===== config.mk =====
export PLATFORM = sky130hd
export DESIGN_NAME = in_keypad
export DESIGN_NICKNAME = d
export VERILOG_FILES = /design/src/rtl/in_keypad.sv
export SDC_FILE = /design/constraint.sdc
export NUM_CORES = 1
export LEC_CHECK = 0
export ABC_AREA = 1
export BUFFER_PORTS_ARGS = -buffer_cell sky130_fd_sc_hd__buf_2
export CORE_ASPECT_RATIO = 1.25
export CORE_MARGIN = 2
export CORE_UTILIZATION = 40
export DETAILED_ROUTE_END_ITERATION = 6
export GPL_TIMING_DRIVEN = 0
export PLACE_DENSITY = 0.65
export SLEW_MARGIN = 30
export SYNTH_ARGS = -nofsm -noshare
export SYNTH_HDL_FRONTEND = slang
export SYNTH_SLANG_ARGS = --single-unit

===== constraint.sdc =====
create_clock -name clk -period 4 [get_ports clk]
set_input_delay 1 -clock clk [delete_from_list [all_inputs] [get_ports clk]]
set_output_delay 1 -clock clk [all_outputs]
set_load 0.01 [all_outputs]

===== src/rtl/in_keypad.sv =====
// 4x4 matrix keypad scanner with debounce, packing two key nibbles into a bus-readable byte.
// Optional echo of the byte being composed is enabled by defining KEYPAD_ECHO_EN.
module in_keypad #(
    parameter int unsigned SCAN_DIV = 1000,
    parameter int unsigned DEBOUNCE = 4
) (
    input  logic       clk,
    input  logic       cls,
    input  logic [3:0] col_n,
    input  logic       ipr_out,
    output logic [3:0] row_n,
    output logic [7:0] bus_out,
    output logic       bus_oe,
    output logic       valid,
    output logic       overrun,
    output logic [7:0] echo
);

    typedef enum logic [1:0] {
        StScan,
        StDebounce,
        StWaitRel
    } state_e;

    localparam logic [15:0] PrescMax = 16'(SCAN_DIV - 1);
    localparam logic [3:0]  DebLimit = 4'(DEBOUNCE);

    state_e      state_q, state_d;
    logic [15:0] presc_q;
    logic [1:0]  idx_q, idx_d;
    logic [3:0]  count_q, count_d;
    logic [3:0]  key_q, key_d;
    logic        nibble_sel_q;
    logic [3:0]  entry_hi_q;
    logic [7:0]  in_reg_q;
    logic        valid_q;
    logic        overrun_q;

    logic        tick;
    logic        accept;
    logic        complete;
    logic [1:0]  low_col;

    assign tick     = (presc_q == PrescMax);
    assign complete = accept && nibble_sel_q;

    // Lowest-numbered active column wins when several are pressed.
    always_comb begin
        low_col = 2'd0;
        for (int i = 3; i >= 0; i--) begin
            if (!col_n[i]) low_col = 2'(i);
        end
    end

    always_comb begin
        state_d = state_q;
        idx_d   = idx_q;
        count_d = count_q;
        key_d   = key_q;
        accept  = 1'b0;
        case (state_q)
            StScan: begin
                if (tick) begin
                    if (col_n != 4'hF) begin
                        key_d   = {idx_q, low_col};
                        count_d = 4'd0;
                        state_d = StDebounce;
                    end else begin
                        idx_d = idx_q + 2'd1;
                    end
                end
            end
            StDebounce: begin
                if (tick) begin
                    if (!col_n[key_q[1:0]]) begin
                        if (count_q + 4'd1 == DebLimit) begin
                            accept  = 1'b1;
                            count_d = 4'd0;
                            state_d = StWaitRel;
                        end else begin
                            count_d = count_q + 4'd1;
                        end
                    end else begin
                        state_d = StScan;
                    end
                end
            end
            StWaitRel: begin
                if (tick) begin
                    if (col_n == 4'hF) begin
                        if (count_q + 4'd1 == DebLimit) begin
                            count_d = 4'd0;
                            idx_d   = idx_q + 2'd1;
                            state_d = StScan;
                        end else begin
                            count_d = count_q + 4'd1;
                        end
                    end else begin
                        count_d = 4'd0;
                    end
                end
            end
            default: state_d = StScan;
        endcase
    end

    always_ff @(posedge clk or negedge cls) begin
        if (!cls) begin
            state_q <= StScan;
            presc_q <= 16'd0;
            idx_q   <= 2'd0;
            count_q <= 4'd0;
            key_q   <= 4'd0;
        end else begin
            state_q <= state_d;
            presc_q <= tick ? 16'd0 : presc_q + 16'd1;
            idx_q   <= idx_d;
            count_q <= count_d;
            key_q   <= key_d;
        end
    end

    always_ff @(posedge clk or negedge cls) begin
        if (!cls) begin
            nibble_sel_q <= 1'b0;
            entry_hi_q   <= 4'd0;
            in_reg_q     <= 8'd0;
            valid_q      <= 1'b0;
            overrun_q    <= 1'b0;
        end else begin
            if (accept) begin
                if (!nibble_sel_q) begin
                    entry_hi_q   <= key_q;
                    nibble_sel_q <= 1'b1;
                end else begin
                    in_reg_q     <= {entry_hi_q, key_q};
                    entry_hi_q   <= 4'd0;
                    nibble_sel_q <= 1'b0;
                end
            end
            // A completing byte beats a simultaneous read: valid stays set, overrun holds.
            if (complete) begin
                valid_q <= 1'b1;
                if (valid_q && !ipr_out) overrun_q <= 1'b1;
            end else if (ipr_out) begin
                valid_q   <= 1'b0;
                overrun_q <= 1'b0;
            end
        end
    end

    assign row_n   = ~(4'b0001 << idx_q);
    assign bus_out = in_reg_q;
    assign bus_oe  = ipr_out;
    assign valid   = valid_q;
    assign overrun = overrun_q;

`ifdef KEYPAD_ECHO_EN
    assign echo = (!nibble_sel_q && valid_q) ? in_reg_q : {entry_hi_q, 4'h0};
`else
    assign echo = 8'h00;
`endif

endmodule


==> flow_summary.toml, run 1 <==
[sta]
final-setup-viol-count = 0
max_freq_ghz = 0.426
hold_violations = 0
setup_tns_ns = 0
rsz0062_at_grt = "no"
drv_slew = 0
fin_crit_sh_pct = 58.7
post-route-min-period_ns = 2.35
maxSlewHeadroom_pct = 64.5
fin_worst_skew_ns = 0.00943
worst_slew_pin_slew_ns = 0.533

[power]
p_leak_nw = 1.45
vdd_drop_max_mv = 0.142
power_mw = 0.753
powerDensity_nw_per_um2 = 275

[cells_and_area]
drive_gt1_share_pct = 15.7
area_growth_pct = 12.7
fin_nets = 354
num-fill-cells = 594
antenna_cells = 0

[drt]
ant_nets = 0
wl_per_cell_um = 11.6
via_count = 1934
firstDrtPassIters = 4
routed_via_density = 4.80
drc = 0
wirelength_um = 4670
drt_iter0_drc = 108

[global_routing]
grt_pass1_vias = 1805
track_usage_pct = 14.9
grt_first_pass_wirelength_um = 7890
antenna_found_initial = 0
grt_max_degree = 44
overflow = 0

[logic_synthesis]
netlist_top_cells_area = "dfrtp_1 44%, nand2_1 13%, inv_1 5.9%, ha_1 5.7%, nand3_1 4.7%"
synth_commonest_cells = "86 x nand2_1, 43 x dfrtp_1, 38 x inv_1"
ys_async_sr_fraction_pct = 100
avgSynthCellArea_um2 = 8.06
ys_ff_latch = 43
synth_edf_count = 0
ys.flop_type = "dfrtp_1"
yosysTopAreaCellShare_pct = 44.4
synthCells = 301
ys_seq_area_share_pct = 44.4
synth_top_area_cell = "dfrtp_1"
synth_warnings = 0
yosysMostFrequentCell = "nand2_1"
netlist_area_um2 = 2430
synth_cell_types = 29

[critical_path]
start_kind = "input port"
critPathLaunch = "ipr_out"
required_ns = 3.00
r2r_start = "presc_q[0]"
reg2reg_slack_ns = 2.12
cp_max_fo = 2
worstPathArrival_ns = 1.35
critPathCaptureType = "output port"
rr_worst_depth = 11
critPathKind = "input port to output port"
r2r_end = "bus_out[3]"

[clocking]
cts-resized-gates = 0
clk_pin_slew_ns = 0.09
clk_latency_ns = 0.30
cts_sinks = 43
cts_buffers = 5
htreeDepth = 2
ctsHoldBuffers = 0
cts_tree = "done"
cts_root_buffer = "clkbuf_8"
clock_path_buffers = 2
post-cts-setup-buffers = 0

[placement]
gp_congestion = 0.866
portBuffers = 21
post-dp-hpwl_um = 3490

[floorplan]
num_rows = 31
dieWidth_um = 73.7
io_pins = 30
die_area_um2 = 6710
die_h_um = 91.1
design.core.area_um2 = 5820
start_util_pct = 41.7

[job]
cap_viol_max_count = 0

[hold_path]
min_path_cells = 1
hold_end = "presc_q[0]"
min_from = "presc_q[0]"
min_path_type = "register to register"

[outcome]
status = "complete, no violations"
worst max-delay path, stage by stage:
cell and delay [ns]:
buf_2 0.10, buf_4 0.12, buf_2 0.13
placed cells by master, fill, tap and decap left out, drive strengths merged:
cell / synthesis / final
ha: 11 / 11
nor2: 25 / 25
a21boi: 1 / 1
nand2: 87 / 87
nand4: 10 / 10
xor2: 7 / 7
a31oi: 1 / 1
nor4: 2 / 2
dfrtp: 43 / 43
clkinv: 1 / 1
nor3: 7 / 7
nand3b: 1 / 1
a21oi: 10 / 10
inv: 41 / 42
nand3: 24 / 24
clkbuf: 0 / 5
clkinvlp: 0 / 2
buf: 10 / 31
conb: 1 / 8
o21ai: 19 / 19
worst max path at each step:
stage               endpoint  cells after the start
detailed placement    bus_oe                      3
finish                bus_oe                      3
global route          bus_oe                      3
floorplan             bus_oe                      1
CTS                   bus_oe                      3
global placement      bus_oe                      3
sequential cells by signal (all words and copies together), names as in the netlist:
name          flops
entry_hi_q        4
key_q             4
bus_out           8
nibble_sel_q      1
count_q           4
state_q           2
idx_q             2
presc_q          16
valid             1
overrun           1
final cells by class:
class	count	area, µm²	share of cell area (%)
multi-input combinational	213	1140	41.6
sequential	43	1080	39.3
inverter	42	159	5.81
timing repair buffer	21	108	3.93
clock inverter	3	23.8	0.869
buffer	10	78.8	2.88
clock buffer	5	68.8	2.52
tap	66	82.6	3.02
cell families (layout without fill, tap and decap cells):
kind of cell	Yosys count	count (layout)	synth area share [%]
other	1	8	0.155
buffers and inverters	52	81	9.80
xor gates and xnor gates	7	7	2.84
AOI/OAI and AO/OA	31	31	7.01
adders and majority gates	11	11	5.67
and+or+nand+nor	156	156	30.2
DFF	43	43	44.4
through the flow:
stage	setup slack [ns]	hold slack, ns	std cells	utilization, %	cell area, µm²
after floorplan	1.88	0.433	308	-	2450
after global placement	1.66	0.451	395	45.4	2640
after detailed placement	1.65	0.458	395	45.4	2640
after CTS	1.65	0.474	403	47.0	2730
after global routing	1.64	0.496	403	47.0	2740
final	1.65	0.466	403	47.0	2740
layer usage:
metal | vias up | global-route usage (%) | share of wire [%] | wire length [µm]
li1 | 1013 | - | - | -
met1 | 868 | 17.7 | 45 | 2090
met2 | 45 | 25.7 | 49 | 2300
met3 | 8 | 3.11 | 4.3 | 201
met4 | 0 | 5.76 | 1.7 | 78
met5 | - | 0 | 0 | 0
power by group:
| part | internal, mW | switching [mW] | leakage (nW) |
|---|---|---|---|
| logic | 0.00978 | 0.0179 | 0.828 |
| registers | 0.434 | 0 | 0.576 |
| clock network | 0.125 | 0.166 | 0.0408 |
| total | 0.569 | 0.184 | 1.45 |
No activity file was read; power rests on OpenSTA's default activity.
==> inputs of run 2 (changes only) <==
--- a/config.mk
+++ b/config.mk
@@ -12,7 +12,7 @@
 export CORE_UTILIZATION = 40
 export DETAILED_ROUTE_END_ITERATION = 6
 export GPL_TIMING_DRIVEN = 0
-export PLACE_DENSITY = 0.65
+export PLACE_DENSITY = 0.67
 export SLEW_MARGIN = 30
 export SYNTH_ARGS = -nofsm -noshare
 export SYNTH_HDL_FRONTEND = slang
==> constraint.sdc (replaced) <==
create_clock -name clk -period 1.95 [get_ports clk]
set_input_delay 0.4875 -clock clk [delete_from_list [all_inputs] [get_ports clk]]
set_output_delay 0.4875 -clock clk [all_outputs]
set_load 0.01 [all_outputs]
==> run 2 against run 1 <==
Against the previous run: critical endpoint is now count_q[0]; first-iteration DRC count down 19%; critical path type is now register to register; wire length is 0.96% higher; highest routed layer unchanged; total power increased by 120%; critical path depth up 7; non-clock buffer count up 2.
==> flow_summary.toml, run 2 (synthesized netlist as in run 1, its figures left out) <==
[sta]
final-setup-viol-count = 0
fin_worst_skew_ns = 0.0155
worst_slew_pin_slew_ns = 0.547
setup_tns_ns = 0
drv_slew = 0
hold_violations = 0
maxSlewHeadroom_pct = 63.5
setup_ws_ns = 0.217
max_freq_ghz = 0.577
fin_crit_sh_pct = 88.9
rsz0062_at_grt = "no"
hold_slack_ns = 0.162
post-route-min-period_ns = 1.73

[hold_path]
min_path_type = "input port to asynchronous set/reset pin"

[floorplan]
die_h_um = 91.1
dieWidth_um = 73.7
die_area_um2 = 6710
start_util_pct = 41.7
design.core.area_um2 = 5820
num_rows = 31
io_pins = 30

[placement]
placed_area_um2 = 2640
place_ws_ns = 0.0893
post-dp-hpwl_um = 3510
portBuffers = 21
gp_congestion = 0.875

[cells_and_area]
regArea_um2 = 1080
drive_gt1_share_pct = 16.5
area_growth_pct = 14.3
antenna_cells = 0
most-common-layout-cells = "85 x nand2_1, 43 x dfrtp_1, 38 x inv_1"
fin_nets = 356
mostFrequentLayoutCell = "nand2_1"
largest_register_ffs = 16
stdcell_area_um2 = 2770
num-fill-cells = 582
multi_input_area_um2 = 1140
max_flop_register = "presc_q"

[power]
powerDensity_nw_per_um2 = 598
vdd_drop_max_mv = 0.375
p_leak_nw = 1.47

[clocking]
htreeDepth = 2
cts_root_buffer = "clkbuf_8"
cts_sinks = 43
clk_pin_slew_ns = 0.09
clock_path_buffers = 2
cts_buffers = 5
cts_tree = "done"
clk_latency_ns = 0.31

[critical_path]
required_ns = 2.14
worstPathArrival_ns = 1.93
critPathCaptureType = "register"
start_kind = "register"
path_delay_family = "simple AND/OR/NAND/NOR gates"
crit_path_frequent_cell = "nand2_1"
cp_slowest_cell = "dfrtp_1"
critPathKind = "register to register"
cp_max_fo = 6
path_buf_inv = 1
max_stage_delay_ns = 0.38
crit_chain = "ha_1 > nand2_1 > inv_1 > nand2_1 > nor2_1 > nand2_2 > a21boi_1 > nand2_1 > nand2_1 > o21ai_0"

[outcome]
status = "complete, no violations"

[drt]
wl_per_cell_um = 11.6
drt_iter0_drc = 88
via_count = 1910
ant_nets = 0
drc = 0
routed_via_density = 4.72
wirelength_um = 4720
firstDrtPassIters = 4

[global_routing]
track_usage_pct = 15.1
grt_max_degree = 44
antenna_found_initial = 0
overflow = 0
grt_first_pass_wirelength_um = 7960
grt_pass1_vias = 1865

[job]
cap_viol_max_count = 0
## run 2: cell type report
cell class                      instances  area share (%)
Multi-Input combinational cell        213            41.1
Sequential cell                        43            38.8
Inverter                               42            5.77
Timing Repair Buffer                   23            4.42
Tap cell                               66            2.98
Buffer                                 10            2.84
Clock buffer                            5            2.48
Clock inverter                          3            1.58
## run 2: report_power, final
part	internal (mW)	switching, mW
clock	0.382	0.329
combinational	0.0200	0.0370
sequential	0.891	0
total	1.29	0.366
## run 2: timing repair
| action | 4_1_cts | 5_1_grt |
|---|---|---|
| hold buffers | 0 | 0 |
| endpoints found under the setup margin | 0 | 11 |
| resized for setup | 0 | 2 |
| buffers inserted | 0 | 2 |
## run 2: path summary, 6_finish.rpt
kind / startpoint / end / slack, ns / depth (start not counted)
min in group clk: ipr_out / valid / 0.45 / 4
max in group asynchronous: cls / presc_q[13] / 1.40 / 1
setup / recovery: presc_q[0] / count_q[0] / 0.22 / 10
setup reg to reg: presc_q[0] / count_q[0] / 0.22 / 10
hold reg to reg: presc_q[0] / presc_q[0] / 0.46 / 1
hold / removal: cls / bus_out[6] / 0.16 / 1
## run 2: through the flow
stage	instances	total power, mW	util, %
after global placement	395	0.966	45.4
after global routing	405	1.73	47.7
after detailed placement	395	0.966	45.4
after CTS	403	1.67	47.3
after floorplan	308	0.937	-
final	405	1.66	47.7
## run 2: per-layer routing
metal  routed length [µm]  global-route usage [%]  share of wire (%)
met5                    0                       0                  0
met4                   87                    6.21                1.8
met3                  177                    3.44                3.8
met2                 2330                    25.7                 49
met1                 2130                    18.0                 45
==> inputs of run 3 (changes only) <==
--- a/config.mk
+++ b/config.mk
@@ -7,12 +7,14 @@
 export LEC_CHECK = 0
 export ABC_AREA = 1
 export BUFFER_PORTS_ARGS = -buffer_cell sky130_fd_sc_hd__buf_2
+export CELL_PAD_IN_SITES_DETAIL_PLACEMENT = 0
+export CELL_PAD_IN_SITES_GLOBAL_PLACEMENT = 1
 export CORE_ASPECT_RATIO = 1.25
 export CORE_MARGIN = 2
-export CORE_UTILIZATION = 40
+export CORE_UTILIZATION = 30
 export DETAILED_ROUTE_END_ITERATION = 6
 export GPL_TIMING_DRIVEN = 0
-export PLACE_DENSITY = 0.67
+export PLACE_DENSITY = 0.65
 export SLEW_MARGIN = 30
 export SYNTH_ARGS = -nofsm -noshare
 export SYNTH_HDL_FRONTEND = slang
==> constraint.sdc (replaced) <==
create_clock -name clk -period 1.7 [get_ports clk]
set_input_delay 0.425 -clock clk [delete_from_list [all_inputs] [get_ports clk]]
set_output_delay 0.425 -clock clk [all_outputs]
set_load 0.01 [all_outputs]
==> run 3 against run 2 <==
Against the previous run: clock-buffer cell count unchanged; first-iteration DRC count decreased by 34%; clock skew decreased by 0.0044 ns; total power increased by 17%; final cell count increased by 9.9%; setup slack got worse by 0.10 ns; register-to-register slack got worse by 0.10 ns; critical endpoint is now idx_q[0]; flip-flop and latch count unchanged; critical path depth decreased by 3.
==> flow_summary.toml, run 3 (synthesized netlist as in run 1, its figures left out) <==
[placement]
dp.cells = 424
gp_congestion = 0.793
post-dp-hpwl_um = 3920
place_ws_ns = -0.204
portBuffers = 21

[drt]
wl_per_cell_um = 12.2
wirelength_um = 5420
routed_via_density = 4.53
wl_met3_um = 169
drc = 0
drt_iter0_drc = 58
ant_nets = 0
firstDrtPassIters = 4
top_layer = "met4"
routed-wl-met2_um = 2860
via_count = 2018
drt-met1-wl_um = 2290

[sta]
hold_slack_ns = 0.0986
fin_worst_skew_ns = 0.0111
hold_violations = 0
maxSlewHeadroom_pct = 61.7
setup_ws_ns = 0.112
max_freq_ghz = 0.630
drv_slew = 0
fin_crit_sh_pct = 93.4
worst_slew_pin_slew_ns = 0.575
post-route-min-period_ns = 1.59
final-setup-viol-count = 0
setup_tns_ns = 0

[cells_and_area]
regArea_um2 = 1080
area_growth_pct = 23.3
max_flop_register = "presc_q"
num-fill-cells = 832
antenna_cells = 0
multi_input_area_um2 = 1220
most-common-layout-cells = "83 x nand2_1, 40 x dfrtp_1, 36 x inv_1"
drive_gt1_share_pct = 24.3
mostFrequentLayoutCell = "nand2_1"
fin_nets = 367
largest_register_ffs = 16
fin_cells = 445

[critical_path]
max_stage_delay_ns = 0.42
critPathLaunch = "state_q[0]"
critPathKind = "register to register"
crit_path_end = "idx_q[0]"
worstPathArrival_ns = 1.78
required_ns = 1.90
reg2reg_slack_ns = 0.11
cp_max_fo = 4
start_kind = "register"
critPathCaptureType = "register"
r2r_end = "idx_q[0]"
crit_chain = "inv_1 > ha_1 > inv_1 > o21ai_0 > nand3_1 > nand2_1 > nand2_1"
r2r_start = "state_q[0]"
rr_worst_depth = 7
cp_slowest_cell = "dfrtp_1"

[floorplan]
dieWidth_um = 84.4
die_h_um = 105
design.core.area_um2 = 7840
start_util_pct = 31.0
die_area_um2 = 8830
io_pins = 30
num_rows = 36

[clocking]
clk_pin_slew_ns = 0.10
clk_latency_ns = 0.31
cts_buffers = 5
cts_sinks = 43
cts_tree = "done"
htreeDepth = 2
clock_path_buffers = 2
ctsHoldBuffers = 0
cts_root_buffer = "clkbuf_8"

[power]
powerDensity_nw_per_um2 = 647
switching_share_pct = 22.9
p_seq_share_pct = 52.8
p_leak_nw = 1.56
p_int_mw = 1.49
clkPwrFrac_pct = 43.7
switchingPower_mw = 0.444
power_mw = 1.94
combinationalPowerShare_pct = 3.5
vdd_drop_max_mv = 0.459

[global_routing]
overflow = 0
grt_pass1_vias = 2024
grt_max_degree = 44
track_usage_pct = 13.1
antenna_found_initial = 0
grt_first_pass_wirelength_um = 9290

[hold_path]
min_path_type = "input port to asynchronous set/reset pin"

[outcome]
status = "complete, no violations"

[job]
cap_viol_max_count = 0
==> run 3: how the worst min path moves through the flow <==
stage	start	cells after the start	slack, ns	endpoint
6_report	cls	1	0.1	bus_out[6]
5_1_grt	cls	1	0.15	bus_out[6]
4_1_cts	cls	1	0.12	bus_out[6]
3_5_place_dp	bus_out[5]	2	0.46	bus_out[5]
3_3_place_gp	presc_q[0]	1	0.45	presc_q[0]
2_1_floorplan	cls	0	0.13	bus_out[0]
==> run 3: layer usage <==
metal  GRT usage, %  vias to the layer above
met4           4.54                        0
met5              0                        -
met3           2.61                       11
met2           24.1                       38
met1           14.9                      932
li1               -                     1037
==> run 3: power by group through the flow <==
| stage | Clock, mW | Sequential, mW | Combinational, mW |
|---|---|---|---|
| after floorplan | 0 | 1.04 | 0.0328 |
| after global placement | 0 | 1.04 | 0.0671 |
| after detailed placement | 0 | 1.04 | 0.0682 |
| after CTS | 0.877 | 1.02 | 0.0682 |
| after global routing | 0.900 | 1.02 | 0.0766 |
| final | 0.847 | 1.02 | 0.0670 |
==> run 3: cell type report <==
cell class,count,area share (%)
plain buffers,10,2.64
clock inverters,3,1.59
repair buffers,34,6.99
flip-flops and latches,43,36.1
inverters,42,5.44
multi-input cells,213,41.0
clock buffers,5,2.30
well taps,95,3.97
==> run 3: critical path, delay by kind of cell, from the launching register on <==
kind	cells	cell delay [ns]
AO/OA/AOI/OAI	1	0.37
adder cells (fa/ha/maj)	1	0.22
flip-flops	1	0.42
AND/OR/NAND/NOR	3	0.30
buffers and inverters	2	0.17
==> run 3: timing repair <==
action                                  CTS  global route
buffers inserted                          7             5
endpoints found under the setup margin   21            22
gates resized for setup                   6            22
cloned                                    0             1
pin swaps                                 1             7
==> run 3: through the flow <==
step | cell area (µm²) | util (%)
floorplan | 2450 | -
global placement | 2680 | 34.1
detailed placement | 2680 | 34.2
CTS | 2860 | 36.5
global route | 2990 | 38.2
finish | 2990 | 38.2
